File: config.mk
export PLATFORM = sky130hd
export DESIGN_NAME = sensor_packet_builder
export DESIGN_NICKNAME = d
export VERILOG_FILES = /design/src/rtl/sensor_packet_builder.sv
export SDC_FILE = /design/constraint.sdc
export NUM_CORES = 1
export LEC_CHECK = 0
export CAP_MARGIN = 20
export CORE_ASPECT_RATIO = 0.75
export CORE_MARGIN = 4
export CORE_UTILIZATION = 48
export DETAILED_ROUTE_END_ITERATION = 10
export PLACE_DENSITY_LB_ADDON = 0.3
export SYNTH_ARGS = -nofsm -noshare
export SYNTH_HDL_FRONTEND = slang
export SYNTH_SLANG_ARGS = --single-unit
File: constraint.sdc
create_clock -name clk -period 11 [get_ports clk]
set_clock_uncertainty 0.1 [all_clocks]
set_input_delay 2.2 -clock clk [delete_from_list [all_inputs] [get_ports clk]]
set_output_delay 2.2 -clock clk [all_outputs]
set_load 0.02 [all_outputs]
File: src/rtl/sensor_packet_builder.sv
// Six-channel sensor sample collector that publishes double-buffered 32-byte packets to an SPI slave.
// Optional feature macro: PACKET_CHECKSUM_EN (byte 31 = XOR of bytes 0..30 instead of 8'h00).
module sensor_packet_builder #(
  parameter logic [7:0] HEADER_BYTE = 8'hAA
) (
  input  logic               clk,
  input  logic               reset,
  input  logic               sample_valid,
  input  logic [2:0]         sample_ch,
  input  logic signed [15:0] sample_data,
  input  logic [7:0]         flags,
  output logic [7:0]         data_bytes [0:31],
  output logic               data_ready,
  input  logic               data_ack,
  output logic [7:0]         overrun_count,
  output logic [1:0]         o_dbg_state
);

  // Handshake: data_ready rises when a packet is loaded and stays high, with
  // data_bytes frozen, until the cycle data_ack is seen high in S_WAIT_ACK.
  typedef enum logic [1:0] {
    S_COLLECT  = 2'd0,
    S_PUBLISH  = 2'd1,
    S_WAIT_ACK = 2'd2
  } state_t;

  state_t      r_state;
  state_t      w_state_next;
  logic [15:0] r_stage [0:5];
  logic [5:0]  r_mask;
  logic [7:0]  r_seq;
  logic [7:0]  r_overrun;
  logic [7:0]  r_data_bytes [0:31];
  logic        r_data_ready;

  logic        w_accept;
  logic [5:0]  w_sel;
  logic [5:0]  w_mask_base;
  logic [5:0]  w_mask_next;
  logic        w_overwrite;
  logic        w_load;
  logic        w_ack_take;
  logic [7:0]  w_packet [0:31];
  logic [7:0]  w_csum;

  assign w_accept    = sample_valid && (sample_ch < 3'd6);
  assign w_sel       = w_accept ? (6'b000001 << sample_ch) : 6'b000000;
  // The publish edge hands the staged set to data_bytes, so a sample arriving
  // on that edge starts a fresh set rather than counting as an overwrite.
  assign w_mask_base = (r_state == S_PUBLISH) ? 6'h00 : r_mask;
  assign w_mask_next = w_mask_base | w_sel;
  assign w_overwrite = (w_mask_base & w_sel) != 6'h00;

  always_comb begin
    w_state_next = r_state;
    w_load       = 1'b0;
    w_ack_take   = 1'b0;
    case (r_state)
      S_COLLECT: begin
        if (w_mask_next == 6'h3F) w_state_next = S_PUBLISH;
      end
      S_PUBLISH: begin
        w_load       = 1'b1;
        w_state_next = S_WAIT_ACK;
      end
      S_WAIT_ACK: begin
        // A set already complete at ack time publishes straight away, leaving
        // exactly one low cycle on data_ready between packets.
        if (data_ack) begin
          w_ack_take   = 1'b1;
          w_state_next = (w_mask_next == 6'h3F) ? S_PUBLISH : S_COLLECT;
        end
      end
      default: w_state_next = S_COLLECT;
    endcase
  end

  always_comb begin
    w_csum = 8'h00;
    for (int i = 0; i < 32; i++) w_packet[i] = 8'h00;
    w_packet[0] = HEADER_BYTE;
    w_packet[1] = r_seq;
    for (int i = 0; i < 6; i++) begin
      w_packet[2 + 2*i] = r_stage[i][15:8];
      w_packet[3 + 2*i] = r_stage[i][7:0];
    end
    w_packet[14] = flags;
    w_packet[15] = r_overrun;
`ifdef PACKET_CHECKSUM_EN
    for (int i = 0; i < 31; i++) w_csum = w_csum ^ w_packet[i];
`endif
    w_packet[31] = w_csum;
  end

  always_ff @(posedge clk or posedge reset) begin
    if (reset) begin
      r_state      <= S_COLLECT;
      r_mask       <= 6'h00;
      r_seq        <= 8'h00;
      r_overrun    <= 8'h00;
      r_data_ready <= 1'b0;
      for (int i = 0; i < 6; i++) r_stage[i] <= 16'h0000;
      for (int i = 0; i < 32; i++) r_data_bytes[i] <= 8'h00;
    end else begin
      r_state <= w_state_next;
      r_mask  <= w_mask_next;
      for (int i = 0; i < 6; i++) begin
        if (w_sel[i]) r_stage[i] <= sample_data;
      end
      if (w_overwrite && (r_overrun != 8'hFF)) r_overrun <= r_overrun + 8'd1;
      if (w_load) begin
        r_data_bytes <= w_packet;
        r_data_ready <= 1'b1;
      end
      if (w_ack_take) begin
        r_data_ready <= 1'b0;
        r_seq        <= r_seq + 8'd1;
      end
    end
  end

  assign data_bytes    = r_data_bytes;
  assign data_ready    = r_data_ready;
  assign overrun_count = r_overrun;
  assign o_dbg_state   = r_state;

endmodule

==> summary.md <==
| Metric | Value |
|---|---|
| Compound-Gate Fraction of Synth Area | `0.941%` |
| Simple-Gate Fraction of Synth Area | `under 10%` |
| First-pass GRT wire length | `about 31,000 um` |
| Starting Density | `49.7%` |
| Core ar. | `20,600 um^2` |
| Resize count post-CTS | `0` |
| Avg WL per Cell | `17.3 um` |
| Worst-Margin Slew | `~1100 ps` |
| Starting DRT DRC Count | `around 230` |
| Vias in the first global route | `about 5,500` |
| Mean cell area of the mapped netlist | `14.6 um^2` |
| Die H | `134 um` |
| Number of max-cap violations | `0` |
| DR vias | `approximately 5,500` |
| EDFF count, synth | `0` |
| CTS Sinks | `between 200 and 250` |
| RSZ-0062 raised after global routing | `no` |
| CTS Root Cell | `clkbuf_16` |
| Yosys Warn Count | `0` |
| Number of diodes | `0` |
| Slew Limit Fails | `0` |
| I/O Buffers | `between 150 and 200` |
| Crit share post-route | `a little under two fifths` |
| CP Capture Type | `flip-flop` |
| Cell Area, Placed | `around 12,000 um^2` |
| Full die area | `23,800 um^2` |
| VDD IR max | `0.160 mV` |
| Main combinational cell family by area after synthesis | `multiplexers` |
| Most common cell after layout, fill and taps aside | `dfrtp_1` |
| Horiz. Die Dim | `between 150 and 200 um` |
| Nets | `899` |
| I/O pins | `298` |
| Critical Path Fanout Max | `17` |
| CP required | `~11,000 ps` |
| Asr flop ratio synth | `between 90% and 100%` |
| Setup Buffers After CTS | `0` |
| Mux contribution to synthesized area | `about a quarter` |
| Rows | `between 40 and 50` |
| Global Route Usage Sum | `16.3%` |
| Cell taking the most area after synthesis | `dfrtp_1` |
| RD Place Congestion | `approximately 0.74` |
| Seq/Total Area, Yosys | `59.2%` |
| Slew HR | `between 20 and 30%` |
| #FFs+latches synth | `242` |
| Total design power | `about 3.5 mW` |
| Syn Std Cell Area | `10,200 um^2` |
| R2R setup slack | `8080 ps` |
| Post-DP HPWL | `13,400 um` |
| Setup_tns | `0 ps` |
| Largest cells by area after synthesis | `dfrtp_1 (59%), mux2_2 (24%), buf_4 (10%)` |
| Fillcell total | `1,629` |
| Arrival time of the worst setup path | `4330 ps` |
| Total CTS buffers | `23` |
| Yosys cell types | `34` |
| DR DRC count | `0` |
| Top FF cell, synth | `dfrtp_1` |
| Worst Hold Class | `flip-flop to flip-flop` |
| Vias per cell | `4.72` |
| Final setup fails | `0` |
| Cells after Synth | `700` |
| Clk buf depth | `3` |
| Max Freq | `around 250 MHz` |
| Clk Latency, worst-skew pair | `500 ps` |
| Minimum clock period after layout | `between 4000 and 5000 ps` |
| Synth top area share | `around three fifths` |
| Area share of xor/xnor cells in the synthesized design | `less than 1%` |
| Area Overhead vs Synth | `22.0%` |
| Largest net degree at the start of global routing | `just over 100` |
| Fin. Hold Viols | `0` |
| Initial antenna violation count | `0` |
| Status | `finished, final reports clean` |
| Most frequent cells in the layout | `dfrtp_1 (242), mux2_2 (214), clkdlybuf4s50_1 (165)` |
| Final Instance Area | `~12,000 um^2` |
| Post-synthesis adder-cell area fraction | `less than 1%` |
| P_leak | `5.74 nW` |
| Post-cts hold buffer count | `0` |
| Final wirelength | `20,100 um` |
| Clk slew on worst S/H paths | `60 ps` |
| CTS tree | `yes` |
| TritonRoute pass-1 iters | `4` |
| Power per Cell Area | `~280 nW/um^2` |
| DRT antenna net count | `0` |
| Grt ovf | `0` |
| H-tree depth | `1` |
| Startpoint types | `primary input` |
| Setup CP Type | `primary input to flip-flop` |
| Layout cells sized above 1 | `between 30% and 40%` |
==> path summary, 6_finish.rpt <==
kind,endpoint,depth (start not counted),from
worst max register to register,overrun_count[1],4,o_dbg_state[1]
worst min register to register,r_seq[7],1,r_seq[7]
max in group asynchronous,data_bytes[237],3,reset
worst min-delay path,r_seq[7],1,r_seq[7]
min in group asynchronous,data_bytes[178],2,reset
worst max-delay path,r_stage[67],4,sample_ch[2]
==> synthesized netlist by cell type (all sizes together), types with 3 or more instances <==
cell type,number
dfrtp,242
xnor2,7
mux2,220
nand2,11
nand3,5
nand4,5
nand2b,5
o211ai,3
buf,160
and3,6
xor2,4
a31oi,4
inv,3
nand4b,3
nor2,6
a21o,4
==> routing by layer <==
metal	track usage [%]	wire length [um]
met2	24.3	9030
met4	2.79	229
met1	25.0	9540
met5	0	0
met3	3.86	1310
==> critical path, stage by stage <==
cell             delay, ps
clkdlybuf4s50_1        530
nand2b_1               280
nor3b_4                880
mux2_2                 420
==> registers in the layout, indices dropped and copies added, names as in the netlist <==
signal and cells:
data_bytes 121, r_stage 96, overrun_count 8, r_seq 8, r_mask 6, o_dbg_state 2
data_ready 1
==> power breakdown <==
group / internal [mW] / leakage, nW / switching [mW]
clock: 0.509 / 0.409 / 0.331
sequential: 1.20 / 2.98 / 0.194
combinational: 0.662 / 2.35 / 0.585
total: 2.37 / 5.74 / 1.11
==> layout make-up <==
type | instances | area, um^2 | area share, %
multi-input combinational | 426 | 3510 | 28.1
tap | 282 | 353 | 2.83
clock inverter | 10 | 131 | 1.05
inverter | 3 | 18.8 | 0.150
timing repair buffer | 170 | 1730 | 13.8
clock buffer | 32 | 689 | 5.52
sequential | 242 | 6060 | 48.5
==> cell families after synthesis <==
group	count (synthesis)
flip-flops	242
multiplexers	221
buffers and inverters	163
AND/OR/NAND/NOR	47
AO/OA/AOI/OAI	13
XOR/XNOR	11
adder cells (fa/ha/maj)	2
other	1
==> per-stage QoR <==
step / setup WS (ps) / util [%] / instances / hold WS (ps)
after floorplan: 2060 / - / 831 / 342
after global placement: 6370 / 56.4 / 1121 / 366
after detailed placement: 6440 / 56.5 / 1122 / 363
after CTS: 6960 / 60.5 / 1164 / 376
after global routing: 6840 / 60.6 / 1165 / 409
final: 6950 / 60.6 / 1165 / 368
Note: power is estimated with default switching activity, not from simulation.
